<file path="src/rtl/bit_collector16.sv">
// Serial-to-parallel bit collector: assembles one bit per handshake into a WIDTH-bit word
// using the same slot mapping as the 16:1 select mux, and presents words on a valid/ready port.
module bit_collector16 #(
    parameter int unsigned WIDTH     = 16,
    parameter bit          MSB_FIRST = 1'b1,
    parameter int unsigned IDXW      = $clog2(WIDTH)
) (
    input  logic             clk,
    input  logic             reset,
    input  logic             flush,
    input  logic             in_valid,
    input  logic             in_bit,
    output logic             in_ready,
    output logic             out_valid,
    input  logic             out_ready,
    output logic [WIDTH-1:0] out_data,
    output logic [IDXW-1:0]  slot_idx
);

    localparam logic [IDXW-1:0] LAST_SLOT = IDXW'(WIDTH - 1);

    logic [IDXW-1:0]  slot_q, slot_d;
    logic [WIDTH-1:0] asm_q, asm_d;
    logic             out_valid_q, out_valid_d;
    logic [WIDTH-1:0] out_data_q, out_data_d;

    logic             last_slot;
    logic             acc;
    logic [IDXW-1:0]  pos;
    logic [WIDTH-1:0] merged;

    // Only the completing bit can stall, and only while the output word is still unclaimed.
    assign last_slot = (slot_q == LAST_SLOT);
    assign in_ready  = !flush && (!last_slot || !out_valid_q || out_ready);
    assign acc       = in_valid && in_ready;

    always_comb begin
        pos            = MSB_FIRST ? (LAST_SLOT - slot_q) : slot_q;
        merged         = asm_q;
        merged[pos]    = in_bit;
    end

    always_comb begin
        slot_d      = slot_q;
        asm_d       = asm_q;
        out_valid_d = out_valid_q;
        out_data_d  = out_data_q;

        if (out_valid_q && out_ready) begin
            out_valid_d = 1'b0;
        end

        if (flush) begin
            slot_d = '0;
            asm_d  = '0;
        end else if (acc) begin
            slot_d = slot_q + IDXW'(1);
            if (last_slot) begin
                asm_d       = '0;
                out_data_d  = merged;
                out_valid_d = 1'b1;
            end else begin
                asm_d = merged;
            end
        end
    end

    always_ff @(posedge clk) begin
        if (reset) begin
            slot_q      <= '0;
            asm_q       <= '0;
            out_valid_q <= 1'b0;
            out_data_q  <= '0;
        end else begin
            slot_q      <= slot_d;
            asm_q       <= asm_d;
            out_valid_q <= out_valid_d;
            out_data_q  <= out_data_d;
        end
    end

    assign out_valid = out_valid_q;
    assign out_data  = out_data_q;
    assign slot_idx  = slot_q;

endmodule

</file>
<file path="config.mk">
export PLATFORM = sky130hd
export DESIGN_NAME = bit_collector16
export DESIGN_NICKNAME = d
export VERILOG_FILES = /design/src/rtl/bit_collector16.sv
export SDC_FILE = /design/constraint.sdc
export NUM_CORES = 1
export LEC_CHECK = 0
export BUFFER_PORTS_ARGS = -buffer_cell sky130_fd_sc_hd__buf_2
export CAP_MARGIN = 20
export CORE_MARGIN = 8
export CORE_UTILIZATION = 60
export DETAILED_ROUTE_END_ITERATION = 16
export PLACE_DENSITY = 0.8
export REMOVE_ABC_BUFFERS = 1
export SETUP_SLACK_MARGIN = 0.05
export SLEW_MARGIN = 10
export SYNTH_ARGS = -nofsm -noshare
export SYNTH_HDL_FRONTEND = slang
export SYNTH_SLANG_ARGS = --single-unit
</file>
<file path="constraint.sdc">
create_clock -name clk -period 4.1 [get_ports clk]
set_input_delay 0.82 -clock clk [delete_from_list [all_inputs] [get_ports clk]]
set_output_delay 0.82 -clock clk [all_outputs]
set_load 0.05 [all_outputs]
</file>
### Word level (Yosys, flattened, before mapping)

Index checks and enable logic that the tools add are counted.

| word-level totals | value |
|---|---|
| register bits | 37 |
| bits of input ports | 6 |
| output and inout port bits | 22 |
| word-level logic and storage cells | 29 |

| operators by class | value |
|---|---|
| add/sub/neg operators | 2 |
| $lt $le $gt $ge | 2 |
| equality and inequality tests | 1 |
| muxes and demuxes | 8 |
| bitwise logic cells | 1 |
| reductions and logical operators | 11 |

Operators by type and width:

| cell | number |
|---|---|
| $bwmux W16 | 1 |
| $mux W16 | 1 |
| $lt A4 B5 Y1 const B | 1 |
| $mux W1 | 5 |
| $add A4 B1 Y4 const B | 1 |
| $demux W1 S4 | 1 |
| $eq A4 B4 Y1 const B | 1 |
| $ge A4 B1 Y1 const B | 1 |
| $logic_and A1 B1 Y1 | 4 |
| $sub A4 B4 Y4 const A | 1 |
| $logic_not A1 Y1 | 3 |
| $reduce_and A3 Y1 | 1 |
| $logic_or A1 B1 Y1 | 2 |
| $reduce_or A2 Y1 | 1 |
| $not A1 Y1 | 1 |

### Longest topological paths before layout

| depth | value |
|---|---|
| depth after elaboration | 8 |
| gate-level depth with buffers | 7 |
| depth with buffers taken out | 6 |

### Least setup slack after synthesis

Ideal clock, no wire load.

| timing | value |
|---|---|
| kind | register to output |
| start point | reg slot_q[0] (netlist: slot_idx[0]) |
| end point | out in_ready |
| arrival time | 1.881 ns |
| required time | 3.280 ns |
| setup slack | 1.399 ns |
| stages on the path, launching flop included | 4 |
| buffers on the path | 0 |
| cells stage by stage | dfxtp_1 ha_1 and3_1 a21oi_1 |

| between the ends | value |
|---|---|
| word-level cells in the longest chain between the ends | 5 |

RTL lines:

| element | RTL line | source |
|---|---|---|
| start, declared | 22 | `logic [IDXW-1:0] slot_q, slot_d;` |
| start signal, assigned | 75 | `slot_q <= slot_d;` |
| $eq A4 B4 Y1 | 33 | `assign last_slot = (slot_q == LAST_SLOT);` |
| $logic_not A1 Y1 | 34 | `assign in_ready = !flush && (!last_slot \|\| !out_valid_q \|\| out_ready);` |
| $logic_or A1 B1 Y1 (2 in series) | 34 |  |
| $logic_and A1 B1 Y1 | 34 |  |
| end, declared | 13 | `output logic in_ready,` |

Every way passes these cells.

### Worst setup path after layout

| timing | value |
|---|---|
| start point | reg slot_q[2] (netlist: slot_idx[2]) |
| end point | out in_ready |

Same word-level chain as after synthesis.

==> flow_summary.json <==
{
  "status": "finished, final reports clean",
  "rsz0062_at_grt": "no",
  "critical_path_class": "register to primary output",
  "cts_tree": "done",
  "synthToLayoutAreaGrowth_pct": 7.84,
  "finClkSkew_ns": 0.0106,
  "ant_nets": 0,
  "max_slew.worst_pin.slew_ns": 0.714,
  "die-area_um2": 5010,
  "cts_setup_buffers": 0,
  "synth.area.top_cells": "dfxtp_1 (41%), mux2i_1 (8.9%), nor2_1 (7.3%)",
  "pin_count": 28,
  "fmax_mhz": 388,
  "min_from": "asm_q[0]",
  "reg2reg_slack_ns": 2.03,
  "place_congestion": 0.771,
  "avgViaCountPerCell": 5.75,
  "num_antenna_cells": 0,
  "slew_viol_final": 0,
  "first_iter_violations": 78,
  "syn_inst": 185,
  "grt.total_usage_pct": 15.2,
  "synthesis.area_um2": 1800,
  "avgSynthCellArea_um2": 9.75,
  "die_h_um": 70.8,
  "grt_max_degree": 27,
  "rr_worst_depth": 4,
  "layout_commonest_cell": "dfxtp_1",
  "finalNetCount": 216,
  "yosysTopAreaCell": "dfxtp_1",
  "coreArea_um2": 2950,
  "drc": 0,
  "worstReg2RegStart": "slot_idx[2]",
  "clock_latency_ns": 0.34,
  "period_needed_ns": 2.58,
  "ctsHtreeMaxLevel": 2,
  "whs_path_depth": 2,
  "die_w_um": 70.8,
  "path_clk_slew_ns": 0.11,
  "power_leakage_uw": 0.000776,
  "grt_pass1_vias": 1393,
  "synth.distinct_cells": 31,
  "root_buffer": "clkbuf_4",
  "hold_violations": 0,
  "grt_pass1_wl_um": 6200,
  "yosysSeqAreaShare_pct": 41.1,
  "routedWlPerCell_um": 15.0,
  "synth_top_area_share_pct": 41.1,
  "holdPathEnd": "asm_q[0]",
  "ir_drop_mv": 0.246,
  "post-dp-hpwl_um": 2470,
  "port_buffers": 27,
  "overflow": 0,
  "final_cell_mix": "dfxtp_1 (37), nor2_1 (35), buf_2 (27)",
  "dr.pass1.iters": 4,
  "cts_resized": 0,
  "drive_gt1_share_pct": 29.5,
  "synth_warnings": 0,
  "critPathLaunchType": "register",
  "antenna_found_initial": 0,
  "dr_total_vias": 1379,
  "row_count": 20,
  "tns_ns": 0,
  "synth_seq_cells": 37,
  "max-slew-margin-rel_pct": 52.4,
  "initial_core_util_pct": 61.1,
  "cp-end-kind": "primary output",
  "clock-sinks": 37,
  "pwr_density_cell_nw_per_um2": 295,
  "fin_crit_sh_pct": 62.9,
  "cts_max_path_buffers": 2,
  "hold_path_class": "register to register",
  "r2r-end": "slot_idx[1]",
  "crit_arrival_ns": 1.76,
  "cts_hold_buf": 0,
  "worst-endpoint-required_ns": 3.28,
  "cap_violations": 0,
  "cts_made_buffers": 5,
  "path_max_fanout": 21,
  "wl_um": 3590,
  "final_util_pct": 65.8,
  "setup_viol": 0
}
-- report_power, final --
part / internal (uW) / switching, uW / leakage [uW] / total (uW)
logic: 9.44 / 22.6 / 0.000446 / 32.1
clock network: 65.4 / 116 / 0.0000320 / 181
registers: 360 / 0.682 / 0.000298 / 361
-- sequential cells by signal (all words and copies together), names as in the netlist --
register   cells
slot_idx       4
out_data      16
asm_q         16
out_valid      1
-- synth_stat cells --
| cell type | instances |
|---|---|
| and4_1 | 1 |
| nand3_1 | 5 |
| buf_6 | 2 |
| clkbuf_1 | 5 |
| buf_2 | 3 |
| buf_8 | 1 |
| nor2_1 | 35 |
| dfxtp_1 | 37 |
| nand2_1 | 1 |
| nor3b_1 | 4 |
| o21ai_2 | 1 |
| and2b_4 | 1 |
| nor3_1 | 2 |
| o21ba_2 | 7 |
| buf_4 | 3 |
| nand3b_1 | 9 |
| and3_1 | 2 |
| xnor2_1 | 1 |
| a2bb2oi_1 | 1 |
| a21oi_1 | 6 |
| ha_1 | 4 |
| a22oi_1 | 7 |
| a211oi_2 | 9 |
| nor2b_1 | 1 |
| mux2i_1 | 16 |
| a311oi_1 | 1 |
| or2_2 | 1 |
| and2_1 | 8 |
| inv_1 | 3 |
| nand2b_1 | 1 |
| mux2_2 | 7 |
-- how the worst max path moves through the flow --
stage | cells after the start | to | from | slack [ns]
floorplan | 3 | in_ready | slot_idx[0] | 1.40
global placement | 4 | in_ready | out_ready | 1.90
detailed placement | 4 | in_ready | out_ready | 1.86
CTS | 3 | in_ready | slot_idx[2] | 1.53
global route | 3 | in_ready | slot_idx[2] | 1.45
finish | 3 | in_ready | slot_idx[2] | 1.52
-- per-stage QoR --
| stage | power [uW] | instances | hold WS, ns | instance area (um2) | setup slack, ns |
|---|---|---|---|---|---|
| 6_report | 574 | 240 | 0.462 | 1940 | 1.52 |
| 5_1_grt | 598 | 240 | 0.489 | 1940 | 1.45 |
| 4_1_cts | 580 | 240 | 0.463 | 1940 | 1.53 |
| 3_5_place_dp | 401 | 232 | 0.446 | 1890 | 1.86 |
| 3_3_place_gp | 400 | 232 | 0.427 | 1890 | 1.90 |
| 2_1_floorplan | 387 | 171 | 0.416 | 1710 | 1.40 |
-- critical path, stage by stage, from the launching register on --
cell and delay, ns:
dfxtp_1 0.75, and3_1 0.36, a21oi_1 0.09, buf_2 0.22
-- layout make-up --
type	instances	area [um2]
Sequential cell	37	741
Timing Repair Buffer	28	143
Tap cell	33	41.3
Fill cell	263	1010
Clock inverter	2	10.0
Inverter	3	11.3
Multi-Input combinational cell	131	957
Clock buffer	6	41.3
-- logic make-up after synthesis --
group                      count (synthesis)  share of synthesized area (%)
buffers and inverters                     17                           5.83
adders and majority gates                  4                           2.78
and+or+nand+nor                           71                           20.4
muxes                                     23                           13.3
DFF                                       37                           41.1
xor gates and xnor gates                   1                          0.486
AOI/OAI and AO/OA                         32                           16.2
-- layer usage --
layer	track usage [%]	up-vias	wire, um
li1	-	682	-
met1	16.7	653	1610
met2	25.1	35	1690
met3	4.80	9	210
met4	8.78	0	80
met5	0	-	0
No activity file was read; power rests on OpenSTA's default activity.
